--- config.mk ---
export PLATFORM = sky130hd
export DESIGN_NAME = spi_regfile_peripheral
export DESIGN_NICKNAME = d
export VERILOG_FILES = /design/src/rtl/spi_regfile_pkg.sv /design/src/rtl/spi_sync_edge.sv /design/src/rtl/spi_regfile_peripheral.sv
export SDC_FILE = /design/constraint.sdc
export NUM_CORES = 1
export LEC_CHECK = 0
export CAP_MARGIN = 20
export CORE_ASPECT_RATIO = 1.5
export CORE_MARGIN = 8
export CORE_UTILIZATION = 39
export CTS_CLUSTER_SIZE = 20
export DETAILED_ROUTE_END_ITERATION = 10
export GPL_TIMING_DRIVEN = 0
export SYNTH_ARGS = -nofsm -noshare
export SYNTH_HDL_FRONTEND = slang
export SYNTH_SLANG_ARGS = --single-unit
--- constraint.sdc ---
create_clock -name clk -period 5.6 [get_ports clk]
set_clock_uncertainty 0.15 [all_clocks]
set_input_delay 1.68 -clock clk [delete_from_list [all_inputs] [get_ports clk]]
set_output_delay 1.68 -clock clk [all_outputs]
set_load 0.05 [all_outputs]
--- src/rtl/spi_regfile_pkg.sv ---
// Shared types and frame-geometry helpers for the SPI register-file peripheral.
package spi_regfile_pkg;

  typedef enum logic [1:0] {
    IDLE   = 2'd0,
    CMD    = 2'd1,
    DATA   = 2'd2,
    COMMIT = 2'd3
  } state_e;

  localparam logic RW_WRITE = 1'b1;
  localparam logic RW_READ  = 1'b0;

  // Total frame length: R/W bit + address field + data field
  function automatic int unsigned frame_w(input int unsigned addr_w, input int unsigned data_w);
    return 1 + addr_w + data_w;
  endfunction

  // Position of the R/W bit within the fully shifted frame
  function automatic int unsigned rw_bit(input int unsigned addr_w, input int unsigned data_w);
    return frame_w(addr_w, data_w) - 1;
  endfunction

  // LSB of the address field within the fully shifted frame
  function automatic int unsigned addr_lsb(input int unsigned data_w);
    return data_w;
  endfunction

  // Bit counter width; must hold the saturation value FRAME_W+1
  function automatic int unsigned cnt_w(input int unsigned addr_w, input int unsigned data_w);
    return $clog2(frame_w(addr_w, data_w) + 2);
  endfunction

endpackage

--- src/rtl/spi_sync_edge.sv ---
// Multi-flop synchroniser for an asynchronous SPI pin plus rise/fall detection.
module spi_sync_edge #(
  parameter int unsigned SYNC_STAGES = 2,
  parameter logic        RST_VAL     = 1'b0
) (
  input  logic clk,
  input  logic rst_n,
  input  logic d,
  output logic q,
  output logic rise_c,
  output logic fall_c
);

  logic [SYNC_STAGES-1:0] sync;
  logic                   prev;

  // Synchroniser chain plus one history flop for edge detection
  always_ff @(posedge clk) begin
    if (!rst_n) begin
      sync <= {SYNC_STAGES{RST_VAL}};
      prev <= RST_VAL;
    end else begin
      sync <= {sync[SYNC_STAGES-2:0], d};
      prev <= sync[SYNC_STAGES-1];
    end
  end

  assign q      = sync[SYNC_STAGES-1];
  assign rise_c = q & ~prev;
  assign fall_c = ~q & prev;

endmodule

--- src/rtl/spi_regfile_peripheral.sv ---
// SPI mode-0 peripheral driving a bank of control registers.
// Build option SPI_READBACK_EN: when defined, read frames return reg[addr] on CIPO;
// when undefined, CIPO/CIPO_oe are tied low and correct-length reads are ignored.
module spi_regfile_peripheral
  import spi_regfile_pkg::*;
#(
  parameter int unsigned NUM_REGS    = 5,
  parameter int unsigned ADDR_W      = 7,
  parameter int unsigned DATA_W      = 8,
  parameter int unsigned SYNC_STAGES = 2
) (
  input  logic                         clk,
  input  logic                         rst_n,
  input  logic                         nCS,
  input  logic                         SCLK,
  input  logic                         COPI,
  output logic                         CIPO,
  output logic                         CIPO_oe,
  output logic [NUM_REGS*DATA_W-1:0]   regs_flat,
  output logic [NUM_REGS-1:0]          wr_strobe,
  output logic                         frame_err
);

  localparam int unsigned FRAME_W  = frame_w(ADDR_W, DATA_W);
  localparam int unsigned RW_BIT   = rw_bit(ADDR_W, DATA_W);
  localparam int unsigned ADDR_LSB = addr_lsb(DATA_W);
  localparam int unsigned CNT_W    = cnt_w(ADDR_W, DATA_W);
  localparam int unsigned CMD_W    = 1 + ADDR_W;

  logic cs_q, cs_rise, cs_fall_unused;
  logic sclk_q_unused, sclk_rise_raw, sclk_fall_raw;
  logic sclk_rise;
  logic [SYNC_STAGES-1:0] copi_sync;
  logic copi_q;

  state_e             state;
  logic [CNT_W-1:0]   cnt;
  logic [FRAME_W-1:0] shreg;
  logic [ADDR_W-1:0]  addr_field;
  logic [DATA_W-1:0]  data_field;

  spi_sync_edge #(.SYNC_STAGES(SYNC_STAGES), .RST_VAL(1'b1)) u_cs_sync (
    .clk    (clk),
    .rst_n  (rst_n),
    .d      (nCS),
    .q      (cs_q),
    .rise_c (cs_rise),
    .fall_c (cs_fall_unused)
  );

  spi_sync_edge #(.SYNC_STAGES(SYNC_STAGES), .RST_VAL(1'b0)) u_sclk_sync (
    .clk    (clk),
    .rst_n  (rst_n),
    .d      (SCLK),
    .q      (sclk_q_unused),
    .rise_c (sclk_rise_raw),
    .fall_c (sclk_fall_raw)
  );

  // COPI uses the same depth as SCLK so a detected edge sees the matching data bit
  always_ff @(posedge clk) begin
    if (!rst_n) copi_sync <= '0;
    else        copi_sync <= {copi_sync[SYNC_STAGES-2:0], COPI};
  end

  assign copi_q     = copi_sync[SYNC_STAGES-1];
  assign sclk_rise  = sclk_rise_raw & ~cs_q;
  assign addr_field = shreg[ADDR_LSB +: ADDR_W];
  assign data_field = shreg[DATA_W-1:0];

  // Frame FSM: shift COPI in, check length and commit writes when nCS rises
  always_ff @(posedge clk) begin
    if (!rst_n) begin
      state     <= IDLE;
      cnt       <= '0;
      shreg     <= '0;
      regs_flat <= '0;
      wr_strobe <= '0;
      frame_err <= 1'b0;
    end else begin
      wr_strobe <= '0;
      frame_err <= 1'b0;
      if (cs_rise) begin
        if (state == IDLE) begin
          state <= IDLE;
        end else begin
          state <= COMMIT;
          if (cnt == CNT_W'(FRAME_W)) begin
            if (shreg[RW_BIT] == RW_WRITE) begin
              for (int i = 0; i < int'(NUM_REGS); i++) begin
                if (addr_field == ADDR_W'(i)) begin
                  regs_flat[i*DATA_W +: DATA_W] <= data_field;
                  wr_strobe[i]                  <= 1'b1;
                end
              end
            end
          end else begin
            frame_err <= 1'b1;
          end
        end
      end else begin
        case (state)
          IDLE: begin
            // Level test also catches an nCS fall that landed during COMMIT
            if (!cs_q) begin
              state <= CMD;
              cnt   <= '0;
              shreg <= '0;
            end
          end
          CMD: begin
            if (sclk_rise) begin
              shreg <= {shreg[FRAME_W-2:0], copi_q};
              cnt   <= cnt + CNT_W'(1);
              if (cnt == CNT_W'(CMD_W - 1)) state <= DATA;
            end
          end
          DATA: begin
            if (sclk_rise) begin
              shreg <= {shreg[FRAME_W-2:0], copi_q};
              if (cnt != CNT_W'(FRAME_W + 1)) cnt <= cnt + CNT_W'(1);
            end
          end
          COMMIT:  state <= IDLE;
          default: state <= IDLE;
        endcase
      end
    end
  end

`ifdef SPI_READBACK_EN
  logic              sclk_fall;
  logic [DATA_W-1:0] rd_sel;
  logic [DATA_W-1:0] rdbk;
  logic              rd_loaded;
  logic              cipo_q;
  logic              cipo_oe_q;

  assign sclk_fall = sclk_fall_raw & ~cs_q;

  // Readback source: addressed register for a valid read, zero otherwise
  always_comb begin
    rd_sel = '0;
    for (int i = 0; i < int'(NUM_REGS); i++) begin
      if (shreg[ADDR_W] == RW_READ && shreg[ADDR_W-1:0] == ADDR_W'(i)) begin
        rd_sel = regs_flat[i*DATA_W +: DATA_W];
      end
    end
  end

  // Readback shifter: load on first data-phase SCLK fall, then shift MSB-first
  always_ff @(posedge clk) begin
    if (!rst_n) begin
      rdbk      <= '0;
      rd_loaded <= 1'b0;
      cipo_q    <= 1'b0;
      cipo_oe_q <= 1'b0;
    end else begin
      cipo_oe_q <= ~cs_q;
      if (cs_q || state != DATA) begin
        rdbk      <= '0;
        rd_loaded <= 1'b0;
        cipo_q    <= 1'b0;
      end else if (sclk_fall) begin
        if (!rd_loaded) begin
          rdbk      <= rd_sel;
          rd_loaded <= 1'b1;
          cipo_q    <= rd_sel[DATA_W-1];
        end else begin
          rdbk   <= {rdbk[DATA_W-2:0], 1'b0};
          cipo_q <= rdbk[DATA_W-2];
        end
      end
    end
  end

  assign CIPO    = cipo_q;
  assign CIPO_oe = cipo_oe_q;
`else
  logic unused_sclk_fall;
  assign unused_sclk_fall = sclk_fall_raw;
  assign CIPO    = 1'b0;
  assign CIPO_oe = 1'b0;
`endif

endmodule

# [After elaboration in Yosys (flattened, before gate mapping)]
# Cells that the tools add are included.
[word_totals] regBits=77 in_bits=5 out_inout_bits=48 elab_cells=81
[op_classes] add_sub_neg=1 eq_ne=18 n_mux=20 bitwise=11 reduce_logical=16
[op_table] op="16-bit two-way mux" count=2
[op_table] op="16-bit one-hot mux with 2 select lines" count=1
[op_table] op="5-bit AND reduction" count=5
[op_table] op="5-bit two-way mux" count=4
[op_table] op="5-bit one-hot mux with 3 select lines" count=1
[op_table] op="7-bit by 2-bit equality test with 1-bit output (second input constant)" count=2
[op_table] op="2-bit two-way mux" count=5
[op_table] op="3-bit != test (second input constant)" count=3
[op_table] op="2-bit != test (second input constant)" count=4
[op_table] op="1-bit NOT" count=8
[op_table] op="4-bit AND reduction" count=2
[op_table] op="7-bit by 1-bit equality test with 1-bit output (second input constant)" count=1
[op_table] op="7-bit by 3-bit equality test with 1-bit output (second input constant)" count=1
[op_table] op="7-bit logical NOT" count=1
[op_table] op="1-bit two-way mux" count=6
[op_table] op="2-bit one-hot mux with 3 select lines" count=1
[op_table] op="6-bit AND reduction" count=1
[op_table] op="5-bit by 1-bit adder with 5-bit output (second input constant)" count=1
[op_table] op="5-bit by 3-bit equality test with 1-bit output (second input constant)" count=1
[op_table] op="5-bit equality test (second input constant)" count=1
[op_table] op="5-bit != test (second input constant)" count=1
[op_table] op="5-bit OR reduction" count=1
[op_table] op="2-bit equality test (second input constant)" count=2
[op_table] op="4-bit nonzero test" count=1
[op_table] op="8 further kinds" count=10

# [Depth between registers and ports, before layout]
# Gate-level depths: netlist of the first run.
[depth] word_depth=6 mapped_depth=8

# [Cells and area by module]
# A second synthesis of the first run with hierarchy kept.
[hier_totals] hier_cells=321 hier_area_um2=3123.0
[modules_own_cells] module="spi_regfile_peripheral" instances=1 cells_per_inst=305 area_per_inst_um2=2940.3 seq_area_each_um2=1421.4
[modules_own_cells] module="spi_sync_edge" instances=2 cells_per_inst=8 area_per_inst_um2=91.3 seq_area_each_um2=60.1

# [Least setup slack after synthesis of the first run]
# OpenSTA, ideal clock, no wires.
[synth_timing] path_kind="input to register" from="input rst_n" to="register regs_flat[26]" setup_time_ps=72 arrival_ps=2496 required_ps=5378 setup_slack_ps=2883 cell_stages=4 path_cell_list="clkbuf_1 clkbuf_1 nand2_1 mux2i_1"
[synth_lines] element="start: declaration" line="spi_regfile_peripheral.sv:13" source="input logic rst_n,"
[synth_lines] element="end signal: indexed assignment" line="spi_regfile_peripheral.sv:92" source="regs_flat[i*DATA_W +: DATA_W] <= data_field;"
[synth_lines] element="end: declaration" line="spi_regfile_peripheral.sv:19" source="output logic [NUM_REGS*DATA_W-1:0] regs_flat,"

# [Final worst setup path of the first run]
[layout_timing] from="register regs_flat[31]" to="output regs_flat[31]"
# No word-level cell between the ends.

==> flow_summary.ini, run 1 <==
[outcome]
status = finished, final reports clean

[global_routing]
antenna_found_initial = 0
globalRouteOverflowTotal = 0
grt_first_pass_wirelength_um = 12300
grtUsageTotal_pct = 14.5
grt_max_degree = 13
grt_pass1_vias = 2373

[sta]
tns_ns = 0
period_needed_ns = 3.36
tightest_slew_ns = 0.554
final-hold-violation-count = 0
slew_viol_final = 0
hold_ws_ns = 0.250
setup_violations = 0
timing.final.crit_share_pct = 60.0
fmax_mhz = 298
slew_headroom_pct = 63.1
rsz0062_at_grt = false

[routing]
dr.pass1.iters = 4
wl_per_cell_um = 15.5
drc = 0
viasPerCell = 4.78
num_vias = 2334
drt_iter0_markers = 63
wirelength_um = 7590
detail-route-antenna-nets = 0

[logic_synthesis]
yosysMostFrequentCell = dfxtp_1
yosys.area.top_type_share_pct = 49.0
synth-seq-cells = 77
synthSimpleGateAreaFrac_pct = 21.4
ys_seq_area_share_pct = 49.0
async_reset_ff_share_pct = 0
synthMuxAreaShare_pct = 18.2
synth_fa_ha_area_share_pct = 2.79
avgSynthCellArea_um2 = 9.91
synth_commonest_cells = dfxtp_1, mux2i_1, nand2_1
synth-compound-area-share_pct = 3.94
synthesis.area_um2 = 3140
yosys_warnings = 0
synth_top_family_by_area = simple AND/OR/NAND/NOR gates
synth_ff_type = dfxtp_1
synth_xor_area_share_pct = 0
synth_edf_count = 0
ys_types = 42
synth_largest_area_cell = dfxtp_1
netlist_top_cells_area = dfxtp_1, mux2i_1, nand2_1, and2_1, nor2_1
postSynthCellCount = 317

[worst_hold_path]
hold_path.class = reg2reg
hold_depth = 1

[critical_path]
crit_slowest_cell = clkdlybuf4s50_1
critPathCaptureType = primary output
critPathTopFamily = buffers and inverters
rrSetupSlack_ns = 3.34
cp.depth = 1
critPathMaxStageDelay_ns = 0.82
worst-path-max-fanout = 2
worstPathCellList = clkdlybuf4s50_1
required_ns = 3.77
arrival_ns = 1.53
crit_buf_inv = 1
crit_type = reg2out
ff2ff_path_depth = 7
startpoint_type = flip-flop

[floorplan]
die_area_um2 = 11200
ioPinCount = 53
die_w_um = 89.3
rows = 40
dieHeight_um = 126
core_um2 = 7910
initial_core_util_pct = 39.7

[clocking]
cts_buffers = 9
ctsHoldBuffers = 0
cts_sinks = 77
clkLatencyLatePin_ns = 0.34
post_cts_buffers = 0
cts_resized = 0
root_buffer = clkbuf_16
cts_tree = done
path_clk_slew_ns = 0.06
htreeDepth = 3
clk_path_buf_depth = 2

[finish]
diodes = 0
fin_util_pct = 51.6
area_growth_pct = 29.7
layout-drive-gt1-share_pct = 7.57
fin_nets = 390
fill_cells = 760

[run]
maxCapViolCount = 0

[place]
portBuffers = 49
gp_congestion = 0.763
dp_hpwl_um = 5340

[power]
total_leakage_power_uw = 0.00170
p_per_area_nw_per_um2 = 290
peakVddDrop_mv = 0.179
[per-layer routing]
metal  up-vias  routed length [µm]  track usage (%)
li1       1184                   -                -
met1      1098                3270             16.2
met2        44                3760             23.9
met3         8                 415             4.69
met4         0                 149             7.09
met5         -                   0                0
[worst paths after layout]
path / startpoint / endpoint
setup reg to reg: state[0] / shreg[6]
hold / removal: u_cs_sync.sync[0] / u_cs_sync.sync[1]
hold reg to reg: u_cs_sync.sync[0] / u_cs_sync.sync[1]
setup / recovery: regs_flat[31] / regs_flat[31]
[registers in the layout, indices dropped and copies added (netlist names)]
signal,count
shreg,16
frame_err,1
u_cs_sync.prev,1
u_sclk_sync.prev,1
u_sclk_sync.sync,2
copi_sync,2
state,2
wr_strobe,5
u_cs_sync.sync,2
regs_flat,40
cnt,5
[where the power goes]
part	internal, µW	total, µW	switching [µW]
combinational	15.7	47.5	31.8
clock	361	583	222
sequential	551	553	2.03
total	928	1180	256
[kinds of logic after synthesis]
| kind of cell | after synthesis |
|---|---|
| fa+ha+maj | 7 |
| buf+inv | 28 |
| other cells | 1 |
| simple gates | 132 |
| compound gates | 15 |
| mux | 57 |
| flops | 77 |
[cell type report]
| class | count | area [µm²] | area share, % |
|---|---|---|---|
| Inverter | 8 | 30.0 | 0.737 |
| Clock buffer | 14 | 294 | 7.21 |
| Clock inverter | 2 | 13.8 | 0.338 |
| Timing Repair Buffer | 49 | 490 | 12.0 |
| Tap cell | 105 | 131 | 3.22 |
| Buffer | 20 | 114 | 2.79 |
| Sequential cell | 77 | 1540 | 37.8 |
| Multi-Input combinational cell | 213 | 1460 | 35.9 |
[through the flow]
step | cells | cell area (µm²) | worst slack (ns) | power [µW]
after floorplan | 318 | 3150 | 2.88 | 599
after global placement | 472 | 3770 | 2.35 | 612
after detailed placement | 472 | 3770 | 2.34 | 613
after CTS | 488 | 4080 | 2.22 | 1200
after global routing | 488 | 4080 | 2.21 | 1220
final | 488 | 4080 | 2.24 | 1180
[layout by cell type (no fill, tap or decap), types with 2 or more instances in the layout]
master / count
buf_4: 4
nand3_1: 3
dfxtp_1: 77
nor4_1: 3
buf_6: 3
clkbuf_1: 11
nor2_1: 24
a211oi_1: 3
clkdlybuf4s50_1: 49
conb_1: 2
inv_1: 7
nor4b_1: 2
nand2b_1: 5
and2_1: 23
ha_1: 7
clkbuf_8: 5
nand3b_1: 4
mux2i_1: 57
nand2_1: 53
a32o_1: 2
a21oi_1: 3
nor3_1: 3
clkbuf_16: 9
Power figures use the tool's default switching activity.
==> inputs of run 2 (changes only) <==
Clock period 5.6 ns to 3.5 ns, I/O delays scaled along.
==> results of run 2 <==
Same layout as run 1 (identical final DEF). Status: finished, final reports clean.
Among the figures that moved: setup slack after placement 2.34 ns -> 0.865 ns; setup slack after layout 2.24 ns -> 0.770 ns; register-to-register setup slack 3.34 ns -> 1.24 ns; total power 1180 µW -> 1890 µW; worst IR drop on VDD 0.179 mV -> 0.287 mV
==> inputs of run 3 (changes only) <==
Clock period 3.5 ns to 2.7 ns, I/O delays scaled along.
==> results of run 3 <==
Same layout as run 1 (identical final DEF). Status: finished, final reports clean.
Among the figures that moved: setup slack after placement 2.34 ns -> 0.305 ns; setup slack after layout 2.24 ns -> 0.210 ns; register-to-register setup slack 3.34 ns -> 0.44 ns; total power 1180 µW -> 2450 µW; worst IR drop on VDD 0.179 mV -> 0.372 mV
==> patch, RTL diff (flow settings as in run 2) <==
One comparison of `cnt` changes from == to >=.
--- a/src/rtl/spi_regfile_peripheral.sv
+++ b/src/rtl/spi_regfile_peripheral.sv
@@ -112,7 +112,7 @@
             if (sclk_rise) begin
               shreg <= {shreg[FRAME_W-2:0], copi_q};
               cnt   <= cnt + CNT_W'(1);
-              if (cnt == CNT_W'(CMD_W - 1)) state <= DATA;
+              if (cnt >= CNT_W'(CMD_W - 1)) state <= DATA;
             end
           end
           DATA: begin
Check against the original RTL: same outputs for any inputs over 10 cycles, from zero or initial values and one cycle with rst_n low; that may be too few to reach the edited logic, so the function may still have changed.
==> patch against run 2 <==
- wire length grew 12%
- non-clock buffer count grew 10
- register-to-register slack worse by 0.12 ns
- hold slack improved by 0.013 ns
- synthesized area up 1.2%
- count of clock-buffer cells in the layout shrank 4
- cell area rose by 2.5%
- global-route usage up 0.80 points
- sequential cell count is the same
- sequential share of layout area shrank 0.94 points
- worst setup slack better by 0.024 ns
Power is not compared: it rests on default switching activity, and its combinational part moved more than twofold at a synthesized area within 25%.
==> patch: results (changes against run 2) <==
- Fin cells: 535 (was 488)
- WL per Instance: 15.81 µm (was 15.55 µm)
- Static Leak: 1.365 nW
- WL met1: 3.402 mm (was 3.265 mm)
- Post-synthesis sequential area ratio: 0.4847 (was 0.4904)
- Place WS: 0.6176 ns (was 0.8653 ns)
- First DRT Iteration DRCs: 163 (was 63)
- Post-cts sizing count: 0 (unchanged)
- Clock Tree Buf Depth: 2 (unchanged)
- Inst Count DP: 519 (was 472)
- Syn avg cell area: 8.762 µm² (was 9.915 µm²)
- CP startpoint: regs_flat[1]$_SDFFE_PN0P_ (was regs_flat[31]$_SDFFE_PN0P_)
- Nets: 437 (was 390)
- Reg2reg start: state[0]$_SDFFE_PN0P_ (unchanged)
- Post-DP Area: 3816 µm² (was 3769 µm²)
- Routed wl met2: 4.423 mm (was 3.755 mm)
- Metal3 WL: 448 µm (was 415 µm)
- Initial antenna violation count: 0 (unchanged)
- First-pass GRT wire length: 14.09 mm (was 12.33 mm)
- Worst EP arrival: 1.51 ns (was 1.53 ns)
- GPL Wtd Cong: 0.8320 (was 0.7633)
- Unique cell type count in the Yosys netlist: 49 (was 42)
- Worst skew pair latency: 0.34 ns (about the same)
- Vias per std cell: 5.316 (was 4.783)
- Vias in the first global route: 2769 (was 2373)
- DRT antenna net count: 0 (unchanged)
- Worst-Margin Slew: 0.6198 ns (was 0.5542 ns)
- Crit-path max cell delay: 0.81 ns
- Outcome: finished, final reports clean (unchanged)
- Largest net degree at the start of global routing: 14 (was 13)
- Slowest-stage cell, CP: clkdlybuf4s50_1 (unchanged)
- Fraction of layout cells with a size suffix above 1: 0.09302 (was 0.07572)
- GR Util All Layers: 0.1532 (was 0.1453)
- DP Wirelength: 6.103 mm (was 5.338 mm)
- Final global-route overflow total: 0 (unchanged)
- Setup bufs post-CTS: 0 (unchanged)
- Commonest cells in the synthesized netlist: dfxtp_1, nand3_1, a21oi_1, o21ai_0, nand2_1 (was dfxtp_1, mux2i_1, nand2_1, nor2_1, and2_1)
- Clock transition at path regs: 0.06 ns (about the same)
- Area contributors post-synth: dfxtp_1, nand3_1, a21oi_1 (was dfxtp_1, mux2i_1, nand2_1)
- Buffers added on ports: 50 (was 49)
[patch: power by group]
part / total [mW] / switching, mW / internal (mW)
clock network: 1.13 / 0.359 / 0.768
registers: 0.904 / 0.0136 / 0.890
logic: 0.290 / 0.195 / 0.0951
[patch: final timing paths]
kind / to / slack (ns) / cells past startpoint
max: regs_flat[1] / 0.79 / 1
min: u_cs_sync.sync[1]$_SDFF_PN1_ / 0.26 / 1
max reg2reg: regs_flat[15]$_SDFFE_PN0P_ / 1.12 / 7
min reg2reg: u_cs_sync.sync[1]$_SDFF_PN1_ / 0.26 / 1
[patch: metal layers]
| metal | GRT usage | vias to the layer above |
|---|---|---|
| met2 | 0.2678 | 75 |
| li1 | - | 1421 |
| met4 | 0.08509 | 0 |
| met1 | 0.1695 | 1334 |
| met5 | 0 | - |
| met3 | 0.03070 | 14 |
[patch: layout make-up]
type | instances | area [µm²]
fillers | 730 | 3777
clock buffers | 10 | 229.0
clock inverters | 6 | 135.1
flip-flops and latches | 77 | 1541
repair buffers | 50 | 500.5
plain buffers | 29 | 155.1
inverters | 8 | 30.03
well taps | 105 | 131.4
multi-input cells | 250 | 1458
[patch: kinds of logic after synthesis]
group                      count (synthesis)  share of synthesized area
AOI/OAI and AO/OA                        116                     0.2002
adders and majority gates                  7                    0.02754
buffers and inverters                     37                    0.05822
DFF                                       77                     0.4847
muxes                                      2                   0.006295
other                                      1                   0.001179
and+or+nand+nor                          123                     0.2219
[patch: per-stage QoR]
step	hold slack, ns	util
finish	0.2631	0.5253
global placement	0.2483	0.4796
global route	0.2922	0.5253
detailed placement	0.2512	0.4796
CTS	0.2662	0.5253
floorplan	0.2363	-
